===== src/rtl/lin_rx_frame_assembler.sv =====
// lin_rx_frame_assembler
// Collects the nine 10-bit UART symbols of a LIN response field (8 data
// symbols + 1 checksum symbol) into a 90-bit frame word for the checksum
// checker. A symbol with a bad start or stop bit aborts the partial frame,
// and so does an inter-byte timeout.
//
// Optional feature macro: LIN_RX_TIMEOUT_EN
//   defined   - the inter-byte timeout counter and timeout_error are built
//   undefined - no counter; timeout_error stays 0 and COLLECT waits forever
module lin_rx_frame_assembler #(
  parameter int NUM_SYM     = 9,
  parameter int TIMEOUT_CYC = 1400
) (
  input  logic                   PCLK,
  input  logic                   PRESETn,
  input  logic                   frame_start,
  input  logic                   rx_sym_valid,
  input  logic [9:0]             rx_sym,
  output logic [NUM_SYM*10-1:0]  frame_data,
  output logic                   frame_valid,
  output logic                   framing_error,
  output logic                   timeout_error,
  output logic                   busy
);

  localparam int         FW       = NUM_SYM * 10;
  localparam logic [3:0] LAST_SYM = 4'(NUM_SYM - 1);

  typedef enum logic {
    IDLE,
    COLLECT
  } state_t;

  state_t          state;
  logic [3:0]      sym_cnt;
  logic [FW-1:0]   shadow;
  logic [FW-1:0]   merged;
  logic            sym_ok;
  logic            sym_accept;
  logic            to_expire;

  // A symbol is well formed when its start bit is 0 and its stop bit is 1.
  assign sym_ok = ~rx_sym[0] & rx_sym[9];

  // frame_start always takes priority, so a symbol arriving with it is dropped.
  assign sym_accept = (state == COLLECT) && rx_sym_valid && !frame_start && sym_ok;

  // Shadow buffer with the incoming symbol placed in slot sym_cnt; this is
  // what frame_data receives when the final symbol lands.
  always_comb begin
    // NOTE: assign a full default first so no path through the loop leaves
    // merged unassigned, which would infer a latch.
    merged = shadow;
    for (int k = 0; k < NUM_SYM; k++) begin
      if (sym_cnt == 4'(k)) merged[k*10 +: 10] = rx_sym;
    end
  end

  // Shadow buffer write on every accepted symbol.
  // NOTE: the shadow buffer is storage, not control state, so it is not reset:
  // every slot is rewritten after each frame_start before it can reach frame_data.
  always_ff @(posedge PCLK) begin
    if (sym_accept) shadow <= merged;
  end

`ifdef LIN_RX_TIMEOUT_EN
  localparam int               TW     = $clog2(TIMEOUT_CYC);
  localparam logic [TW-1:0]    TO_MAX = TW'(TIMEOUT_CYC - 1);

  logic [TW-1:0] to_cnt;

  assign to_expire = (state == COLLECT) && (to_cnt == TO_MAX);

  // Inter-byte timeout counter: runs only while waiting for a symbol in COLLECT.
  always_ff @(posedge PCLK or negedge PRESETn) begin
    if (!PRESETn) begin
      to_cnt <= '0;
    end else if (frame_start || rx_sym_valid || state != COLLECT || to_expire) begin
      to_cnt <= '0;
    end else begin
      to_cnt <= to_cnt + 1'b1;
    end
  end
`else
  // No timeout hardware; the comparison is constant false and keeps the
  // TIMEOUT_CYC parameter referenced so both builds share one interface.
  assign to_expire = (TIMEOUT_CYC < 0);
`endif

  // Frame FSM with registered outputs; pulses default low every cycle.
  always_ff @(posedge PCLK or negedge PRESETn) begin
    if (!PRESETn) begin
      state         <= IDLE;
      sym_cnt       <= '0;
      frame_data    <= '0;
      frame_valid   <= 1'b0;
      framing_error <= 1'b0;
      timeout_error <= 1'b0;
      busy          <= 1'b0;
    end else begin
      // NOTE: non-blocking assignments throughout, so every branch below sees
      // the register values from before this edge.
      frame_valid   <= 1'b0;
      framing_error <= 1'b0;
      timeout_error <= 1'b0;
      if (frame_start) begin
        // Arms collection, or silently restarts it if a frame was in progress.
        state   <= COLLECT;
        busy    <= 1'b1;
        sym_cnt <= '0;
      end else if (state == COLLECT) begin
        if (rx_sym_valid) begin
          if (!sym_ok) begin
            framing_error <= 1'b1;
            state         <= IDLE;
            busy          <= 1'b0;
            sym_cnt       <= '0;
          end else if (sym_cnt == LAST_SYM) begin
            frame_data  <= merged;
            frame_valid <= 1'b1;
            state       <= IDLE;
            busy        <= 1'b0;
            sym_cnt     <= '0;
          end else begin
            sym_cnt <= sym_cnt + 1'b1;
          end
        end else if (to_expire) begin
          timeout_error <= 1'b1;
          state         <= IDLE;
          busy          <= 1'b0;
          sym_cnt       <= '0;
        end
      end
    end
  end

endmodule


===== config.mk =====
export PLATFORM = sky130hd
export DESIGN_NAME = lin_rx_frame_assembler
export DESIGN_NICKNAME = d
export VERILOG_FILES = /design/src/rtl/lin_rx_frame_assembler.sv
export SDC_FILE = /design/constraint.sdc
export NUM_CORES = 1
export LEC_CHECK = 0
export CORE_ASPECT_RATIO = 1.4
export CORE_MARGIN = 8
export CORE_UTILIZATION = 59
export DETAILED_ROUTE_END_ITERATION = 12
export PLACE_DENSITY = 0.89
export RECOVER_POWER = 50
export SLEW_MARGIN = 20
export SYNTH_ARGS = -nofsm -noshare
export SYNTH_HDL_FRONTEND = slang
export SYNTH_SLANG_ARGS = --single-unit

===== constraint.sdc =====
create_clock -name PCLK -period 19.4 [get_ports PCLK]
set_clock_uncertainty 0.05 [all_clocks]
set_input_delay 2.91 -clock PCLK [delete_from_list [all_inputs] [get_ports PCLK]]
set_output_delay 2.91 -clock PCLK [all_outputs]
set_load 0.05 [all_outputs]

### After elaboration in Yosys (flattened, before gate mapping)

Index checks and enable logic that the tools add are counted.

| cells by class | value |
|---|---|
| muxes and demuxes | 33 |
| order comparisons | 0 |
| equal/unequal tests | 9 |
| divide/modulo/power cells | 0 |
| $add $sub $neg | 1 |
| multiply operators | 0 |
| reduce and logical (&&, ||, !) cells | 10 |
| shifts and indexed selects | 0 |
| bitwise gates (word level) | 3 |

Operator list:

| cell | count |
|---|---|
| two-way mux 10 bit | 9 |
| two-way mux 4 bit | 5 |
| two-way mux 1 bit | 19 |
| equality test 4 x 3 -> 1 bit, second input constant | 4 |
| equality test 4 x 2 -> 1 bit, second input constant | 2 |
| AND reduction 5 bit | 1 |
| adder 4 x 1 -> 4 bit, second input constant | 1 |
| equality test 4 x 1 -> 1 bit, second input constant | 1 |
| equality test 4 bit, second input constant | 1 |
| logical NOT 4 bit | 1 |
| nonzero test 2 bit | 2 |
| logical AND 1 bit | 3 |
| != test 3 x 2 -> 1 bit, second input constant | 1 |
| AND reduction 3 bit | 1 |
| inverter 1 bit | 2 |
| AND reduction 2 bit | 1 |
| bitwise AND 1 bit | 1 |
| logical NOT 1 bit | 1 |

| storage, ports and cells | value |
|---|---|
| word-level logic and storage cells | 63 |
| bits in registers | 188 |
| RAM bits | 0 |
| bits of input ports | 14 |
| bits in read-only memories | 0 |
| output and inout bits | 94 |
| memories kept | 0 |
| bits in latches | 0 |

### Logic depth before layout (Yosys ltp)

Gate-level depths: netlist of run 1.

| logic depth | value |
|---|---|
| word-level depth | 6 |
| depth in mapped cells | 7 |
| depth with buffers taken out | 5 |

### Least setup slack after synthesis of run 1

Ideal clock, no wire load.

| timing | value |
|---|---|
| path kind | input-to-reg |
| start | input port rx_sym[0] |
| end | register sym_cnt[1] |
| slack | 9983 ps |
| stages on the path | 3 |
| required time | 19264 ps |
| buffers on the path | 0 |
| arrival time | 9281 ps |
| library setup time | 86 ps |
| path through | nand2b_1 -> nor3_1 -> a22o_1 |

| on the way | value |
|---|---|
| word-level cells in the longest chain between the ends | 6 |

RTL lines:

| element | line | text |
|---|---|---|
| start, declared | 18 | `input logic [9:0] rx_sym,` |
| inverter 1 bit | 43 | `assign sym_ok = ~rx_sym[0] & rx_sym[9];` |
| bitwise AND 1 bit | 43 |  |
| two-way mux 4 bit | 113 | `if (!sym_ok) begin` |
| two-way mux 4 bit | 112 | `if (rx_sym_valid) begin` |
| two-way mux 4 bit | 111 | `end else if (state == COLLECT) begin` |
| two-way mux 4 bit | 106 | `if (frame_start) begin` |
| end signal, assigned | 125 | `sym_cnt <= sym_cnt + 1'b1;` |
| end, declared | 35 | `logic [3:0] sym_cnt;` |

Every way passes these cells. The select of a mux whose other input is x is not followed.
A chain may end at the register's enable or synchronous reset.

==> run_results.csv, run 1 <==
group,metric,value,unit
outcome,status,"finished, violations left",
outcome,violations,"max-capacitance violations, max-slew violations",
synthesis,synth.area.top_cells,"dfrtp_1 (32%), edfxtp_1 (31%), mux2_4 (17%)",
synthesis,yosysTopAreaCell,"dfrtp_1",
flow_run,drv_cap,3,
power,leakagePower,3.94,nW
place,globalplace.congestion,0.842,
clock_tree,ctsResizeCount,0,
setup_path,crit_fanout,50,
floorplan,die_x,113,µm
clock_tree,cts.sinks,178,
floorplan,design.core.area,12800,µm²
synthesis,ys_seq_area_frac,0.630,
drt,drt_iter0_markers,179,
global_route,antenna_found_initial,0,
timing,finalSetupViolations,0,
clock_tree,ctsHoldBuffers,0,
drt,vias_per_cell,5.93,
global_route,grt_max_degree,51,
timing,drv_slew,134,
synthesis,synth_cells,422,
setup_path,crit_buf_inv,2,
synthesis,synth_cell_type_count,35,
drt,vias,4094,
timing,tightestPinTransition,2.75,ns
drt,routed_wirelength,17500,µm
final_layout,nFillCells,734,
setup_path,required,19.30,ns
power,finalPower,759,µW
synthesis,synth_top_area_frac,0.318,
floorplan,die_area,17000,µm²
final_layout,areaGrowthSynthToFinish,20.7,%
timing,hold_viol_final,0,
synthesis,synth_nets,440,
final_layout,layout.nets,542,
setup_path,startpoint_type,"input pin",
clock_tree,cts_tree,"done",
setup_path,max_stage_delay,2.02,ns
global_route,grt_pass1_vias,4490,
final_layout,drive_above_1_share,0.313,
floorplan,initial_core_util,0.602,
setup_path,arrival,6.90,ns
global_route,grt.overflow.total,0,
floorplan,die_y,151,µm
timing,finalCritPeriodShare,0.361,
place,io_buffers,106,
clock_tree,cts_max_level,4,
clock_tree,numCtsBuffers,17,
synthesis,async_flop_share,0.551,
setup_path,critPathCaptureType,"asynchronous set/reset pin",
final_layout,diodes,0,
place,hpwl,11000,µm
min_path,hp-class,"flop to flop",
drt,drc,0,
clock_tree,path_clk_slew,0.07,ns
timing,maxSlewHeadroom,-0.835,
setup_path,cpLargestDelayFamily,"buffers and inverters",
floorplan,rows,49,
timing,clock.fmax,0.143,GHz
clock_tree,cts_setup_buffers,0,
synthesis,yosys-top-cells-count,"dfrtp_1 (98), mux2_4 (87), mux2_2 (81)",
setup_path,crit_slowest_cell,"clkbuf_1",
synthesis,ys.flop_type,"dfrtp_1",
global_route,grt_pass1_wl,27200,µm
power,power_density,81.5,nW/µm²
setup_path,path_cells,"clkbuf_1 > clkbuf_1",
clock_tree,clk_latency,0.42,ns
global_route,grt.total_usage,0.214,
synthesis,syn_area_per_cell,18.3,µm²
synthesis,synth.ff_latch_count,178,
clock_tree,cts_root_buf,"clkbuf_16",
drt,antenna_left,0,
drt,avgRoutedWirePerCell,25.4,µm
setup_path,critPathKind,"input pin to asynchronous set/reset pin",
synthesis,synth_edf_count,80,
floorplan,num_io_pins,108,
clock_tree,clockBufferDepth,2,
timing,rsz0062_at_grt,"false",
synthesis,synth_most_common_cell,"dfrtp_1",
synthesis,ys_warn_count,0,
timing,post-route-min-period,7.00,ns
setup_path,crit_top_cell,"clkbuf_1",
power,vdd_ir_drop_max,53.8,µV
synthesis,synth_area,7710,µm²
timing,tns,0,ns
drt,dr.pass1.iters,4,
final timing paths:
check / start / end / slack [ns] / cells past startpoint
setup / recovery: PRESETn / frame_data[27] / 12.40 / 2
hold / removal: frame_data[89] / frame_data[89] / 0.44 / 1
setup reg to reg: sym_cnt[0] / frame_data[34] / 16.30 / 7
hold reg to reg: frame_data[89] / frame_data[89] / 0.44 / 1
max in group PCLK: rx_sym[0] / frame_data[34] / 13.72 / 6
min in group asynchronous: PRESETn / frame_data[0] / 3.32 / 1
cell usage in the layout (no fill, tap or decap), types with 7 or more instances in the layout:
cell and n:
mux2_4 87, dfrtp_1 98, mux2_2 41, mux2_1 40
dlygate4sd3_1 49, edfxtp_1 80, clkbuf_1 7, buf_4 8
clkbuf_16 19, clkdlybuf4s50_1 56
worst reg2reg max path, cell delays in order (launching register included):
cell	delay (ns)
dfrtp_1	0.44
inv_1	0.12
ha_1	0.26
nand3b_4	0.15
nor4_4	0.34
buf_4	0.50
buf_4	0.72
mux2_4	0.41
metal layers:
layer | up-vias | GRT usage | wire length, µm
met5 | - | 0 | 0
met4 | 0 | 0.0961 | 516
met3 | 24 | 0.0499 | 759
met2 | 130 | 0.373 | 9340
met1 | 2188 | 0.248 | 6920
li1 | 1752 | - | -
stage by stage:
step / hold WS [ns] / instance area (µm²) / setup WS (ns) / util / cells
floorplan: 0.480 / 7710 / 9.98 / - / 422
global placement: 0.408 / 8730 / 13.56 / 0.681 / 658
detailed placement: 0.409 / 8730 / 13.42 / 0.681 / 658
CTS: 0.445 / 9320 / 13.78 / 0.727 / 690
global route: 0.449 / 9310 / 11.37 / 0.726 / 690
finish: 0.435 / 9310 / 12.40 / 0.726 / 690
registers in the layout (all words and copies together), names as in the netlist:
name	count
busy	1
frame_data	90
frame_valid	1
framing_error	1
shadow	80
state	1
sym_cnt	4
cell type report:
cell class	instances	area (µm²)	area share
Clock buffer	25	518	0.0556
Clock inverter	7	71.3	0.00766
Inverter	3	11.3	0.00121
Multi-Input combinational cell	208	2540	0.273
Sequential cell	178	4850	0.522
Tap cell	153	191	0.0206
Timing Repair Buffer	116	1120	0.121
power breakdown:
group | internal, mW | total (mW) | switching (mW)
Sequential | 0.397 | 0.398 | 0.00114
Clock | 0.199 | 0.337 | 0.138
Combinational | 0.00665 | 0.0241 | 0.0175
Total | 0.603 | 0.759 | 0.157
cell families after synthesis:
family,after synthesis,share of synthesized area
AOI/OAI and AO/OA,9,0.00811
adders and majority gates,4,0.00649
buffers and inverters,36,0.0415
DFF,178,0.630
muxes,170,0.290
other,1,0.000486
and+or+nand+nor,24,0.0234
Note: power is estimated with default switching activity, not from simulation.
==> run 2, diff against run 1 <==
--- a/config.mk
+++ b/config.mk
@@ -7,9 +7,9 @@
 export LEC_CHECK = 0
 export CORE_ASPECT_RATIO = 1.4
 export CORE_MARGIN = 8
-export CORE_UTILIZATION = 59
+export CORE_UTILIZATION = 54
 export DETAILED_ROUTE_END_ITERATION = 12
-export PLACE_DENSITY = 0.89
+export PLACE_DENSITY = 0.83
 export RECOVER_POWER = 50
 export SLEW_MARGIN = 20
 export SYNTH_ARGS = -nofsm -noshare
==> constraint.sdc (replaced) <==
create_clock -name PCLK -period 6.75 [get_ports PCLK]
set_clock_uncertainty 0.05 [all_clocks]
set_input_delay 1.0125 -clock PCLK [delete_from_list [all_inputs] [get_ports PCLK]]
set_output_delay 1.0125 -clock PCLK [all_outputs]
set_load 0.05 [all_outputs]
==> run 2 against run 1 <==
The flow still finishes with violations (max-capacitance violations, max-slew violations). Critical path depth unchanged. Cell count rose by 4.5%. Total power rose to 3.0 times the previous value. Routed wire length fell by 6.3%. Largest cell class unchanged. Largest power group unchanged. Highest routed layer unchanged.
==> run_results.csv, run 2 (same netlist as run 1, synthesis figures left out) <==
group,metric,value,unit
outcome,status,"finished, violations left",
outcome,violations,"max-capacitance violations, max-slew violations",
setup_path,arrival,3.62,ns
drt,antenna_left,0,
power,power_density,239,nW/µm²
flow_run,drv_cap,1,
global_route,grt_most_used_layer,"met2",
timing,tightestPinTransition,1.90,ns
final_layout,most-common-layout-cells,"dfrtp_1 (98), mux2_4 (87), edfxtp_1 (80)",
final_layout,ff_latch_area,4850,µm²
clock_tree,cts_root_buf,"clkbuf_16",
drt,drt_iter0_markers,185,
final_layout,areaGrowthSynthToFinish,21.6,%
setup_path,crit_buf_inv,2,
final_layout,stdcell_count,721,
floorplan,die_x,117,µm
clock_tree,cts_tree,"done",
setup_path,startpoint_type,"input pin",
power,vdd_ir_drop_max,159,µV
clock_tree,ctsHoldBuffers,0,
floorplan,design.core.area,13900,µm²
global_route,grtUsageMet1,0.226,
timing,maxSlewHeadroom,-0.268,
final_layout,nFillCells,953,
final_layout,largest_reg_flops,90,
clock_tree,cts_setup_buffers,0,
final_layout,top_regs,"frame_data x90, shadow x80, sym_cnt x4",
power,finalPower,2.24,mW
drt,dr.pass1.iters,4,
timing,finalCritPeriodShare,0.520,
clock_tree,path_clk_slew,0.06,ns
timing,setup_ws,3.24,ns
final_layout,drive_above_1_share,0.293,
clock_tree,numCtsBuffers,17,
place,io_buffers,106,
drt,avgRoutedWirePerCell,22.8,µm
floorplan,die_area,18400,µm²
setup_path,required,6.86,ns
timing,drv_slew,75,
timing,finalSetupViolations,0,
global_route,grt.total_usage,0.191,
drt,routed_wirelength,16400,µm
setup_path,crit_fanout,74,
final_layout,final_common_cell,"dfrtp_1",
global_route,grt_pass1_wl,25900,µm
setup_path,max_stage_delay,1.52,ns
timing,rsz0062_at_grt,"false",
setup_path,critPathCaptureType,"asynchronous set/reset pin",
drt,vias_per_cell,5.53,
place,postPlaceCellArea,8770,µm²
place,hpwl,10500,µm
timing,clock.fmax,0.285,GHz
place,globalplace.congestion,0.840,
final_layout,largest-register,"frame_data",
clock_tree,clockBufferDepth,2,
drt,vias,3990,
place,dp_slack,3.09,ns
final_layout,design_area,9370,µm²
global_route,met2_usage,0.324,
final_layout,multi_input_area,2550,µm²
global_route,grt.overflow.total,0,
global_route,grt_max_degree,75,
floorplan,initial_core_util,0.554,
power,leakagePower,3.95,nW
clock_tree,clk_latency,0.43,ns
timing,post-route-min-period,3.51,ns
floorplan,num_io_pins,108,
floorplan,rows,51,
final_layout,layout.nets,541,
floorplan,die_y,157,µm
setup_path,crit_slowest_cell,"clkbuf_2",
drt,drc,0,
clock_tree,cts.sinks,178,
global_route,use_met3,0.0433,
min_path,hp-class,"flop to flop",
setup_path,critPathKind,"input pin to asynchronous set/reset pin",
setup_path,cpLargestDelayFamily,"buffers and inverters",
timing,hold_viol_final,0,
global_route,antenna_found_initial,0,
clock_tree,cts_max_level,4,
global_route,grt_pass1_vias,4463,
timing,tns,0,ns
place,dp_cells,689,
setup_path,path_cells,"clkbuf_1 > clkbuf_2",
clock_tree,ctsResizeCount,0,
final_layout,diodes,0,
-- run 2: final timing paths --
path,from,endpoint,slack [ns],depth (start not counted)
max in group PCLK,rx_sym[9],frame_data[0],3.46,5
min in group asynchronous,PRESETn,frame_data[45],0.85,1
hold / removal,frame_data[89],frame_data[89],0.43,1
setup / recovery,PRESETn,frame_data[26],3.24,2
setup reg to reg,sym_cnt[0],frame_data[0],4.17,6
hold reg to reg,frame_data[89],frame_data[89],0.43,1
-- run 2: stage by stage --
step,util,hold slack [ns]
detailed placement,0.630,0.420
CTS,0.675,0.429
floorplan,-,0.480
global placement,0.630,0.406
finish,0.674,0.429
global route,0.674,0.437
-- run 2: layout make-up --
class | count | share of cell area
clock buffer | 24 | 0.0537
clock inverter | 8 | 0.0131
inverter | 3 | 0.00120
multi-input combinational | 208 | 0.272
sequential | 178 | 0.518
tap | 185 | 0.0247
timing repair buffer | 115 | 0.118
-- run 2: per-layer routing --
metal  vias up  wire length (µm)  part of all wire
met2       101              8820              0.54
met4         0               357             0.022
met3        25               688             0.042
met5         -                 0                 0
met1      2111              6570              0.40
li1       1753                 -                 -
-- run 2: power by group --
part	internal [mW]	switching [mW]	leakage (nW)	total, mW
Sequential	1.14	0.00315	2.09	1.14
Combinational	0.0186	0.0497	1.55	0.0683
Clock	0.634	0.398	0.306	1.03
Total	1.79	0.451	3.95	2.24
==> run 3, diff against run 2 <==
==> constraint.sdc (replaced) <==
create_clock -name PCLK -period 3.4 [get_ports PCLK]
set_clock_uncertainty 0.05 [all_clocks]
set_input_delay 0.51 -clock PCLK [delete_from_list [all_inputs] [get_ports PCLK]]
set_output_delay 0.51 -clock PCLK [all_outputs]
set_load 0.05 [all_outputs]
==> run 3 against run 2 <==
The run now ends clean. Critical path depth grew 4. Core utilization is 0.090 points lower. Non-clock buffer count increased by 3. Clock power increased by 90%. Setup slack worse by 2.6 ns.
==> run_results.csv, run 3 (same netlist as run 1, synthesis figures left out) <==
group,metric,value,unit
outcome,status,"finished, final reports clean",
place,io_buffers,106,
drt,dr.pass1.iters,4,
clock_tree,ctsResizeCount,0,
global_route,grt_pass1_vias,4336,
clock_tree,clockBufferDepth,2,
final_layout,multi_input_area,2520,µm²
setup_path,required,3.65,ns
drt,drc,0,
drt,drt_iter0_markers,222,
timing,drv_slew,0,
clock_tree,cts.sinks,178,
timing,rsz0062_at_grt,"false",
timing,finalSetupViolations,0,
final_layout,stdcell_count,724,
setup_path,path_cells,"inv_1 > ha_1 > nand3b_1 > nor4_1 > buf_12 > mux2_2",
clock_tree,cts_setup_buffers,0,
clock_tree,ctsHoldBuffers,0,
timing,whs,0.345,ns
floorplan,die_y,157,µm
final_layout,diodes,0,
power,combPwrFrac,0.031,
final_layout,most-common-layout-cells,"dfrtp_1 (98), clkdlybuf4s50_1 (93), mux2_4 (87)",
power,power_density,466,nW/µm²
final_layout,drive_above_1_share,0.250,
clock_tree,clk_latency,0.41,ns
floorplan,die_area,18400,µm²
timing,hold_viol_final,0,
clock_tree,cts_max_level,4,
floorplan,num_io_pins,108,
floorplan,rows,51,
final_layout,largest-register,"frame_data",
setup_path,arrival,2.99,ns
setup_path,max_stage_delay,0.82,ns
power,p_clk_frac,0.449,
timing,maxSlewHeadroom,0.00895,
place,dp_cells,692,
global_route,grt.total_usage,0.185,
global_route,grt.overflow.total,0,
timing,tns,0,ns
setup_path,critPathCaptureType,"flop",
timing,tightestPinTransition,1.49,ns
place,hpwl,10700,µm
global_route,grt_pass1_wl,25200,µm
drt,avgRoutedWirePerCell,22.3,µm
clock_tree,cts_tree,"done",
drt,vias,3961,
global_route,antenna_found_initial,0,
setup_path,crit_slowest_cell,"nor4_1",
power,p_switching,875,µW
final_layout,largest_reg_flops,90,
floorplan,die_x,117,µm
global_route,grt_max_degree,56,
drt,vias_per_cell,5.47,
final_layout,utilization,0.673,
setup_path,startpoint_type,"flop",
place,postPlaceCellArea,8820,µm²
floorplan,design.core.area,13900,µm²
min_path,hp-class,"input pin to asynchronous set/reset pin",
final_layout,areaGrowthSynthToFinish,21.4,%
final_layout,layout.nets,544,
setup_path,crit_fanout,45,
final_layout,final_common_cell,"dfrtp_1",
setup_path,rr_worst_depth,6,
power,leakagePower,3.83,nW
final_layout,ff_latch_area,4850,µm²
place,dp_slack,0.735,ns
power,p_int,3.49,mW
final_layout,top_regs,"frame_data x90, shadow x80, sym_cnt x4",
place,globalplace.congestion,0.806,
timing,clock.fmax,0.365,GHz
final_layout,nFillCells,997,
power,seq_power_share,0.520,
clock_tree,cts_root_buf,"clkbuf_16",
timing,post-route-min-period,2.74,ns
drt,routed_wirelength,16100,µm
timing,finalCritPeriodShare,0.805,
final_layout,design_area,9360,µm²
power,vdd_ir_drop_max,280,µV
clock_tree,path_clk_slew,0.06,ns
drt,antenna_left,0,
clock_tree,numCtsBuffers,17,
power,p_sw_frac,0.201,
setup_path,critPathKind,"flop to flop",
flow_run,drv_cap,0,
floorplan,initial_core_util,0.554,
timing,setup_ws,0.663,ns
power,finalPower,4.36,mW
==> run 3: power groups by stage <==
stage,Sequential [mW],Combinational (mW),Clock (mW)
finish,2.27,0.136,1.96
global route,2.27,0.147,2.08
CTS,2.27,0.148,1.98
detailed placement,2.31,0.147,0
global placement,2.31,0.141,0
floorplan,2.32,0.0662,0
==> run 3: final cells by class <==
class                      count  area share
sequential                   178       0.519
multi-input combinational    208       0.269
timing repair buffer         118       0.122
clock buffer                  25      0.0540
tap                          185      0.0247
clock inverter                 7      0.0106
inverter                       3     0.00120
==> run 3: metal layers <==
metal | routed length (µm) | up-vias | global-route usage | share of wire
met2 | 8850 | 97 | 0.325 | 0.55
met4 | 178 | 0 | 0.0502 | 0.011
li1 | - | 1761 | - | -
met3 | 796 | 13 | 0.0475 | 0.049
met5 | 0 | - | 0 | 0
met1 | 6320 | 2090 | 0.217 | 0.39
==> run 3: critical path, delay by kind of cell, from the launching register on <==
kind	cells	cell delay, ns
mux	1	0.38
fa+ha+maj	1	0.20
simple gates	2	1.03
flops	1	0.43
buf+inv	2	0.50
==> run 3: final timing paths <==
| check | to | startpoint | slack (ns) |
|---|---|---|---|
| setup / recovery | frame_data[0] | sym_cnt[0] | 0.66 |
| hold / removal | frame_data[3] | PRESETn | 0.35 |
| setup reg to reg | frame_data[0] | sym_cnt[0] | 0.66 |
| hold reg to reg | frame_data[89] | frame_data[89] | 0.44 |
| max in group asynchronous | frame_data[36] | PRESETn | 1.08 |
| min in group PCLK | frame_data[89] | frame_data[89] | 0.44 |
